==> src/rtl/uart_pkg.sv <==
// Shared types and constants for the buffered UART receiver.
package uart_pkg;

  typedef enum logic [2:0] {
    IDLE,
    START,
    DATA,
    PARITY,
    STOP,
    WAIT_IDLE
  } uart_rx_state_t;

  localparam int PAR_NONE = 0;
  localparam int PAR_EVEN = 1;
  localparam int PAR_ODD  = 2;

  localparam int OSR      = 16;
  localparam int VOTE_MID = 8;

  function automatic logic vote3(input logic a, input logic b, input logic c);
    return (a & b) | (a & c) | (b & c);
  endfunction

endpackage

==> src/rtl/uart_rx_fifo.sv <==
// First-word-fall-through FIFO: head register is loaded on pop or on the first push into an empty FIFO.
module uart_rx_fifo #(
  parameter  int WIDTH = 8,
  parameter  int DEPTH = 16,
  localparam int AW    = $clog2(DEPTH)
) (
  input  logic             clk,
  input  logic             rst_n,
  input  logic             push,
  input  logic [WIDTH-1:0] push_data,
  input  logic             pop,
  output logic [WIDTH-1:0] head,
  output logic             empty,
  output logic             full,
  output logic [AW:0]      level
);

  localparam logic [AW:0] FULL_LEVEL = (AW + 1)'(DEPTH);
  localparam logic [AW:0] ONE_LEVEL  = (AW + 1)'(1);

  logic [WIDTH-1:0] mem [DEPTH];
  logic [AW-1:0]    wr_ptr_reg;
  logic [AW-1:0]    rd_ptr_reg;
  logic [AW-1:0]    rd_next;
  logic [AW:0]      level_reg;
  logic [WIDTH-1:0] head_reg;
  logic             pop_ok;
  logic             push_ok;

  assign empty   = (level_reg == '0);
  assign full    = (level_reg == FULL_LEVEL);
  assign pop_ok  = pop && !empty;
  // A full FIFO still accepts a push when the head leaves in the same cycle.
  assign push_ok = push && (!full || pop_ok);
  assign rd_next = rd_ptr_reg + 1'b1;
  assign head    = head_reg;
  assign level   = level_reg;

  always_ff @(posedge clk) begin
    if (push_ok) begin
      mem[wr_ptr_reg] <= push_data;
    end
  end

  always_ff @(posedge clk or negedge rst_n) begin
    if (!rst_n) begin
      wr_ptr_reg <= '0;
      rd_ptr_reg <= '0;
      level_reg  <= '0;
      head_reg   <= '0;
    end else begin
      if (push_ok) begin
        wr_ptr_reg <= wr_ptr_reg + 1'b1;
      end
      if (pop_ok) begin
        rd_ptr_reg <= rd_next;
      end
      case ({push_ok, pop_ok})
        2'b10:   level_reg <= level_reg + 1'b1;
        2'b01:   level_reg <= level_reg - 1'b1;
        default: level_reg <= level_reg;
      endcase
      // With one entry left, the next head can only be the byte arriving now.
      if (pop_ok) begin
        if (level_reg > ONE_LEVEL) begin
          head_reg <= mem[rd_next];
        end else if (push_ok) begin
          head_reg <= push_data;
        end
      end else if (push_ok && empty) begin
        head_reg <= push_data;
      end
    end
  end

endmodule

==> src/rtl/uart_rx_buffered.sv <==
// 16x oversampling UART receiver with majority vote, error pulses and a FWFT receive FIFO.
// Parity state and checker are present only when UART_RX_PARITY_EN is defined.
module uart_rx_buffered
  import uart_pkg::*;
#(
  parameter int CLK_DIV    = 6,
  parameter int DATA_BITS  = 8,
  parameter int PARITY     = 0,
  parameter int STOP_BITS  = 1,
  parameter int FIFO_DEPTH = 16
) (
  input  logic                        clk,
  input  logic                        rst_n,
  input  logic                        rx,
  output logic [7:0]                  data_out,
  output logic                        data_valid,
  input  logic                        data_ready,
  output logic [$clog2(FIFO_DEPTH):0] fifo_level,
  output logic                        frame_err,
  output logic                        parity_err,
  output logic                        overrun
);

  localparam int DIV_W = (CLK_DIV > 1) ? $clog2(CLK_DIV) : 1;

  if (CLK_DIV < 1) begin : g_bad_div
    $error("uart_rx_buffered: CLK_DIV must be >= 1");
  end
  if (DATA_BITS < 5 || DATA_BITS > 8) begin : g_bad_bits
    $error("uart_rx_buffered: DATA_BITS must be 5..8");
  end
  if (STOP_BITS < 1 || STOP_BITS > 2) begin : g_bad_stop
    $error("uart_rx_buffered: STOP_BITS must be 1 or 2");
  end
  if (FIFO_DEPTH < 2 || (FIFO_DEPTH & (FIFO_DEPTH - 1)) != 0) begin : g_bad_depth
    $error("uart_rx_buffered: FIFO_DEPTH must be a power of two >= 2");
  end
`ifdef UART_RX_PARITY_EN
  if (PARITY < PAR_NONE || PARITY > PAR_ODD) begin : g_bad_par
    $error("uart_rx_buffered: PARITY must be 0, 1 or 2");
  end
`else
  if (PARITY != PAR_NONE) begin : g_no_par
    $error("uart_rx_buffered: PARITY requires UART_RX_PARITY_EN");
  end
`endif

  logic             rx_meta_reg;
  logic             rx_sync_reg;
  logic [DIV_W-1:0] div_cnt_reg;
  logic             tick;

  uart_rx_state_t   state_reg;
  uart_rx_state_t   state_next;
  logic [3:0]       samp_cnt_reg;
  logic [1:0]       vote_sh_reg;
  logic [2:0]       bit_cnt_reg;
  logic             bit_val_reg;
  logic [7:0]       data_reg;
  logic             stop_idx_reg;
  logic             stop_bad_reg;
  logic             frame_err_reg;
  logic             overrun_reg;

  logic             vote;
  logic             at_vote;
  logic             at_end;
  logic             last_stop;
  logic             last_data;
  logic             push_req;
  logic             frame_bad;
  logic             fifo_empty;
  logic             fifo_full;

`ifdef UART_RX_PARITY_EN
  logic             par_bad_reg;
  logic             parity_err_reg;
  logic             parity_bad;
`endif

  always_ff @(posedge clk or negedge rst_n) begin
    if (!rst_n) begin
      rx_meta_reg <= 1'b1;
      rx_sync_reg <= 1'b1;
    end else begin
      rx_meta_reg <= rx;
      rx_sync_reg <= rx_meta_reg;
    end
  end

  assign tick = (div_cnt_reg == DIV_W'(CLK_DIV - 1));

  always_ff @(posedge clk or negedge rst_n) begin
    if (!rst_n) begin
      div_cnt_reg <= '0;
    end else if (tick) begin
      div_cnt_reg <= '0;
    end else begin
      div_cnt_reg <= div_cnt_reg + 1'b1;
    end
  end

  // The vote uses the samples taken at counts 7 and 8 plus the live one at 9.
  assign vote      = vote3(vote_sh_reg[1], vote_sh_reg[0], rx_sync_reg);
  assign at_vote   = tick && (samp_cnt_reg == 4'(VOTE_MID + 1));
  assign at_end    = tick && (samp_cnt_reg == 4'(OSR - 1));
  assign last_stop = (stop_idx_reg == 1'(STOP_BITS - 1));
  assign last_data = (bit_cnt_reg == 3'(DATA_BITS - 1));

  always_ff @(posedge clk or negedge rst_n) begin
    if (!rst_n) begin
      state_reg <= IDLE;
    end else begin
      state_reg <= state_next;
    end
  end

  always_comb begin
    state_next = state_reg;
    push_req   = 1'b0;
    frame_bad  = 1'b0;
`ifdef UART_RX_PARITY_EN
    parity_bad = 1'b0;
`endif
    case (state_reg)
      IDLE: begin
        if (!rx_sync_reg) state_next = START;
      end
      // A high vote rejects the edge at once; a valid start bit is held to its end.
      START: begin
        if (at_vote && vote)  state_next = IDLE;
        else if (at_end)      state_next = DATA;
      end
      DATA: begin
        if (at_end && last_data) begin
`ifdef UART_RX_PARITY_EN
          state_next = (PARITY != PAR_NONE) ? PARITY : STOP;
`else
          state_next = STOP;
`endif
        end
      end
`ifdef UART_RX_PARITY_EN
      PARITY: begin
        if (at_end) state_next = STOP;
      end
`endif
      STOP: begin
        if (at_vote && last_stop) begin
          if (stop_bad_reg || !vote) begin
            frame_bad  = 1'b1;
            state_next = WAIT_IDLE;
          end
`ifdef UART_RX_PARITY_EN
          else if (par_bad_reg) begin
            parity_bad = 1'b1;
            state_next = IDLE;
          end
`endif
          else begin
            push_req   = 1'b1;
            state_next = IDLE;
          end
        end
      end
      WAIT_IDLE: begin
        if (rx_sync_reg) state_next = IDLE;
      end
      default: state_next = IDLE;
    endcase
  end

  always_ff @(posedge clk or negedge rst_n) begin
    if (!rst_n) begin
      samp_cnt_reg  <= '0;
      vote_sh_reg   <= 2'b11;
      bit_cnt_reg   <= '0;
      bit_val_reg   <= 1'b1;
      data_reg      <= '0;
      stop_idx_reg  <= 1'b0;
      stop_bad_reg  <= 1'b0;
      frame_err_reg <= 1'b0;
      overrun_reg   <= 1'b0;
    end else begin
      if (state_next != state_reg) begin
        samp_cnt_reg <= '0;
      end else if (tick) begin
        samp_cnt_reg <= samp_cnt_reg + 1'b1;
      end
      if (tick && (samp_cnt_reg == 4'(VOTE_MID - 1) || samp_cnt_reg == 4'(VOTE_MID))) begin
        vote_sh_reg <= {vote_sh_reg[0], rx_sync_reg};
      end
      case (state_reg)
        IDLE: begin
          bit_cnt_reg  <= '0;
          data_reg     <= '0;
          stop_idx_reg <= 1'b0;
          stop_bad_reg <= 1'b0;
        end
        DATA: begin
          if (at_vote) bit_val_reg <= vote;
          if (at_end) begin
            data_reg[bit_cnt_reg] <= bit_val_reg;
            bit_cnt_reg           <= bit_cnt_reg + 1'b1;
          end
        end
        STOP: begin
          if (at_vote && !last_stop) stop_bad_reg <= !vote;
          if (at_end) stop_idx_reg <= 1'b1;
        end
        default: ;
      endcase
      frame_err_reg <= frame_bad;
      overrun_reg   <= push_req && fifo_full && !data_ready;
    end
  end

`ifdef UART_RX_PARITY_EN
  always_ff @(posedge clk or negedge rst_n) begin
    if (!rst_n) begin
      par_bad_reg    <= 1'b0;
      parity_err_reg <= 1'b0;
    end else begin
      if (state_reg == IDLE) begin
        par_bad_reg <= 1'b0;
      end else if (state_reg == PARITY && at_vote) begin
        par_bad_reg <= vote ^ (^data_reg) ^ 1'(PARITY == PAR_ODD);
      end
      parity_err_reg <= parity_bad;
    end
  end
  assign parity_err = parity_err_reg;
`else
  assign parity_err = 1'b0;
`endif

  assign frame_err  = frame_err_reg;
  assign overrun    = overrun_reg;
  assign data_valid = !fifo_empty;

  uart_rx_fifo #(
    .WIDTH (8),
    .DEPTH (FIFO_DEPTH)
  ) u_fifo (
    .clk       (clk),
    .rst_n     (rst_n),
    .push      (push_req),
    .push_data (data_reg),
    .pop       (data_ready),
    .head      (data_out),
    .empty     (fifo_empty),
    .full      (fifo_full),
    .level     (fifo_level)
  );

endmodule
==> config.mk <==
export PLATFORM = sky130hd
export DESIGN_NAME = uart_rx_buffered
export DESIGN_NICKNAME = d
export VERILOG_FILES = /design/src/rtl/uart_pkg.sv /design/src/rtl/uart_rx_fifo.sv /design/src/rtl/uart_rx_buffered.sv
export SDC_FILE = /design/constraint.sdc
export NUM_CORES = 1
export LEC_CHECK = 0
export CAP_MARGIN = 10
export CORE_ASPECT_RATIO = 1.5
export CORE_UTILIZATION = 45
export CTS_CLUSTER_DIAMETER = 60
export CTS_CLUSTER_SIZE = 28
export DETAILED_ROUTE_END_ITERATION = 8
export DONT_BUFFER_PORTS = 1
export GPL_TIMING_DRIVEN = 0
export PLACE_DENSITY = 0.66
export SETUP_SLACK_MARGIN = 0.02
export SLEW_MARGIN = 30
export SYNTH_ARGS = -nofsm -noshare
export SYNTH_HDL_FRONTEND = slang
export SYNTH_SLANG_ARGS = --single-unit
==> constraint.sdc <==
create_clock -name clk -period 3.9 [get_ports clk]
set_clock_uncertainty 0.15 [all_clocks]
set_input_delay 0.585 -clock clk [delete_from_list [all_inputs] [get_ports clk]]
set_output_delay 0.585 -clock clk [all_outputs]
set_load 0.02 [all_outputs]
==> metrics <==
max FFs per register 128; Fillers 1385; area leader, netlist edfxtp_1; Cell Area, Synth 7770 sq um; width of the die 109 um; post-cts resize count 0; Setup TNS Final 0 ns; worst path arrival time 3.22 ns; Leak 3.44 nW; count leader, synth edfxtp_1; first-pass GRT wire length 24800 um; CTS buffer count 17; Residual DRC 0; Max Cap Viol 0; H-tree lvl count 4; outcome complete, no violations; asr flop ratio synth 28.5%; RSZ-0062 raised after global routing false; fin crit period 3.03 ns; #FFs+latches synth 179; Final Hold Fails 0; routed wire length 15700 um; GRT overflow 0; Routed WL per cell 21.6 um; largest net degree at the start of global routing 52; post-CTS setup buffer count 0; Synth top area share 49.5%; Syn Area/Cell 16.2 sq um; Detailed Routing Iterations Pass 1 5; critical path startpoint category register; DR vias/cell 5.80; leading cell types by count after synthesis edfxtp_1 (128), dfrtp_1 (46), mux4_2 (28); syn_nets 499; HPWL Detailed 10600 um; Buffers on Ports 0; required time worst endpoint 4.09 ns; Clock Latency Late Sink 0.42 ns; clk sink count 179; final period utilization 77.7%; Clock Pin Slew Worst Setup and Hold Paths 0.07 ns; pwr/cell area 551 nW/um^2; die height 163 um; Tot Pwr 4.78 mW; placed cell count 691; sequential area share after synthesis 66.0%; CTS tree yes; FP Rows 58; Placer Congestion 0.806; # diodes 0; starting DRC count in detailed routing 258; total track usage 19.4%; ys flop type edfxtp_1; DR vias 4214; Root Driver clkbuf_16; Die Area 17800 sq um; synth-to-layout area growth 11.7%; # nets final 521; # IOs 21; final setup fails 0; Syn Inst Count 481; leading post-synthesis cells by cell area edfxtp_1 (49%), dfrtp_1 (15%), mux4_2 (8.1%), ha_1 (2.3%), dfstp_2 (1.7%); Fmax 330 MHz; Min-Delay Path Class register to register; vias in the first global route 4473; CP max FO 8; initial antenna violation count 0; Clock Path Buffers 2; Cell Count, Final, Fillers Out 726; Final Max Slew Viols 0; Post-synth EDFFs 128; Initial Util 46.1%; Synth warnings 0; Core Area 16800 sq um; Setup Crit Path Kind register to register; worst slew pin tran 0.854 ns; Slew headroom 42.8%; Crit. End Element register; post-route ant nets 0; Cell variety after synth 69; layout cells sized above 1 20.0%; VDD IR max 0.000390 V; Hold Buf Count CTS 3
-- final cells by class --
cell class,count,area (sq um),share of cell area (%)
multi-input combinational,266,2460,28.3
tap,210,263,3.03
timing repair buffer,3,47.5,0.548
clock inverter,14,153,1.76
sequential,179,5130,59.1
clock buffer,18,429,4.94
buffer,24,159,1.83
inverter,12,47.5,0.548
-- final timing paths --
kind / from / endpoint / slack, ns / cells past startpoint
worst max-delay path: u_fifo.level[0]$_DFFE_PN0P_ / u_fifo.level[3]$_DFFE_PN0P_ / 0.87 / 8
worst min-delay path: rx_meta_reg$_DFF_PN1_ / rx_sync_reg$_DFF_PN1_ / 0.21 / 0
worst max register to register: u_fifo.level[0]$_DFFE_PN0P_ / u_fifo.level[3]$_DFFE_PN0P_ / 0.87 / 8
worst min register to register: rx_meta_reg$_DFF_PN1_ / rx_sync_reg$_DFF_PN1_ / 0.21 / 0
max in group asynchronous: rst_n / rx_meta_reg$_DFF_PN1_ / 2.77 / 2
min in group asynchronous: rst_n / div_cnt_reg[2]$_DFF_PN0_ / 0.52 / 2
-- critical path, stage by stage (launching register included) --
cell and delay (ns):
dfrtp_1 0.59, inv_1 0.08, ha_1 0.25, nor4b_2 0.19, nor2_1 0.38, ha_1 0.37, or4b_2 0.61, a21oi_1 0.17
xor2_1 0.16
-- per-layer routing --
metal  part of all wire [%]  track usage (%)  routed length [um]  up-vias
li1                       -                -                   -     1934
met2                     55             35.0                8660      100
met3                    3.4             3.56                 534       16
met1                     39             22.2                6090     2164
met5                      0                0                   0        -
met4                    2.4             7.70                 372        0
-- through the flow --
| step | worst slack, ns | utilization (%) | instance area [sq um] | hold slack (ns) |
|---|---|---|---|---|
| after floorplan | 1.21 | - | 7770 | 0.139 |
| after global placement | 0.650 | 47.7 | 8030 | 0.141 |
| after detailed placement | 0.875 | 47.8 | 8050 | 0.141 |
| after CTS | 0.850 | 51.6 | 8680 | 0.211 |
| after global routing | 0.632 | 51.6 | 8680 | 0.216 |
| final | 0.868 | 51.6 | 8680 | 0.209 |
-- cell families (layout without fill, tap and decap cells) --
family | after synthesis | count (layout) | synth area share [%]
flops | 179 | 179 | 66.0
simple gates | 113 | 113 | 8.87
compound gates | 79 | 79 | 7.38
mux | 44 | 44 | 11.1
buf+inv | 36 | 71 | 2.66
fa+ha+maj | 15 | 15 | 2.40
xor+xnor | 14 | 14 | 1.58
other cells | 1 | 1 | 0.0483
-- layout by cell type, fill, tap and decap left out, drive strengths merged, types with 9 or more instances in the layout --
cell type and n:
and2 14, buf 18, clkbuf 25, dfrtp 46
edfxtp 128, ha 14, inv 16, mux4 32
nand2 26, nor2 12, nor3 10, nor3b 9
o21ai 24
-- power breakdown --
group          internal, mW  switching, mW  total (mW)
Sequential             2.07          0.129        2.20
Clock                 0.953          0.717        1.67
Combinational         0.386          0.525       0.911
Power figures use the tool's default switching activity.
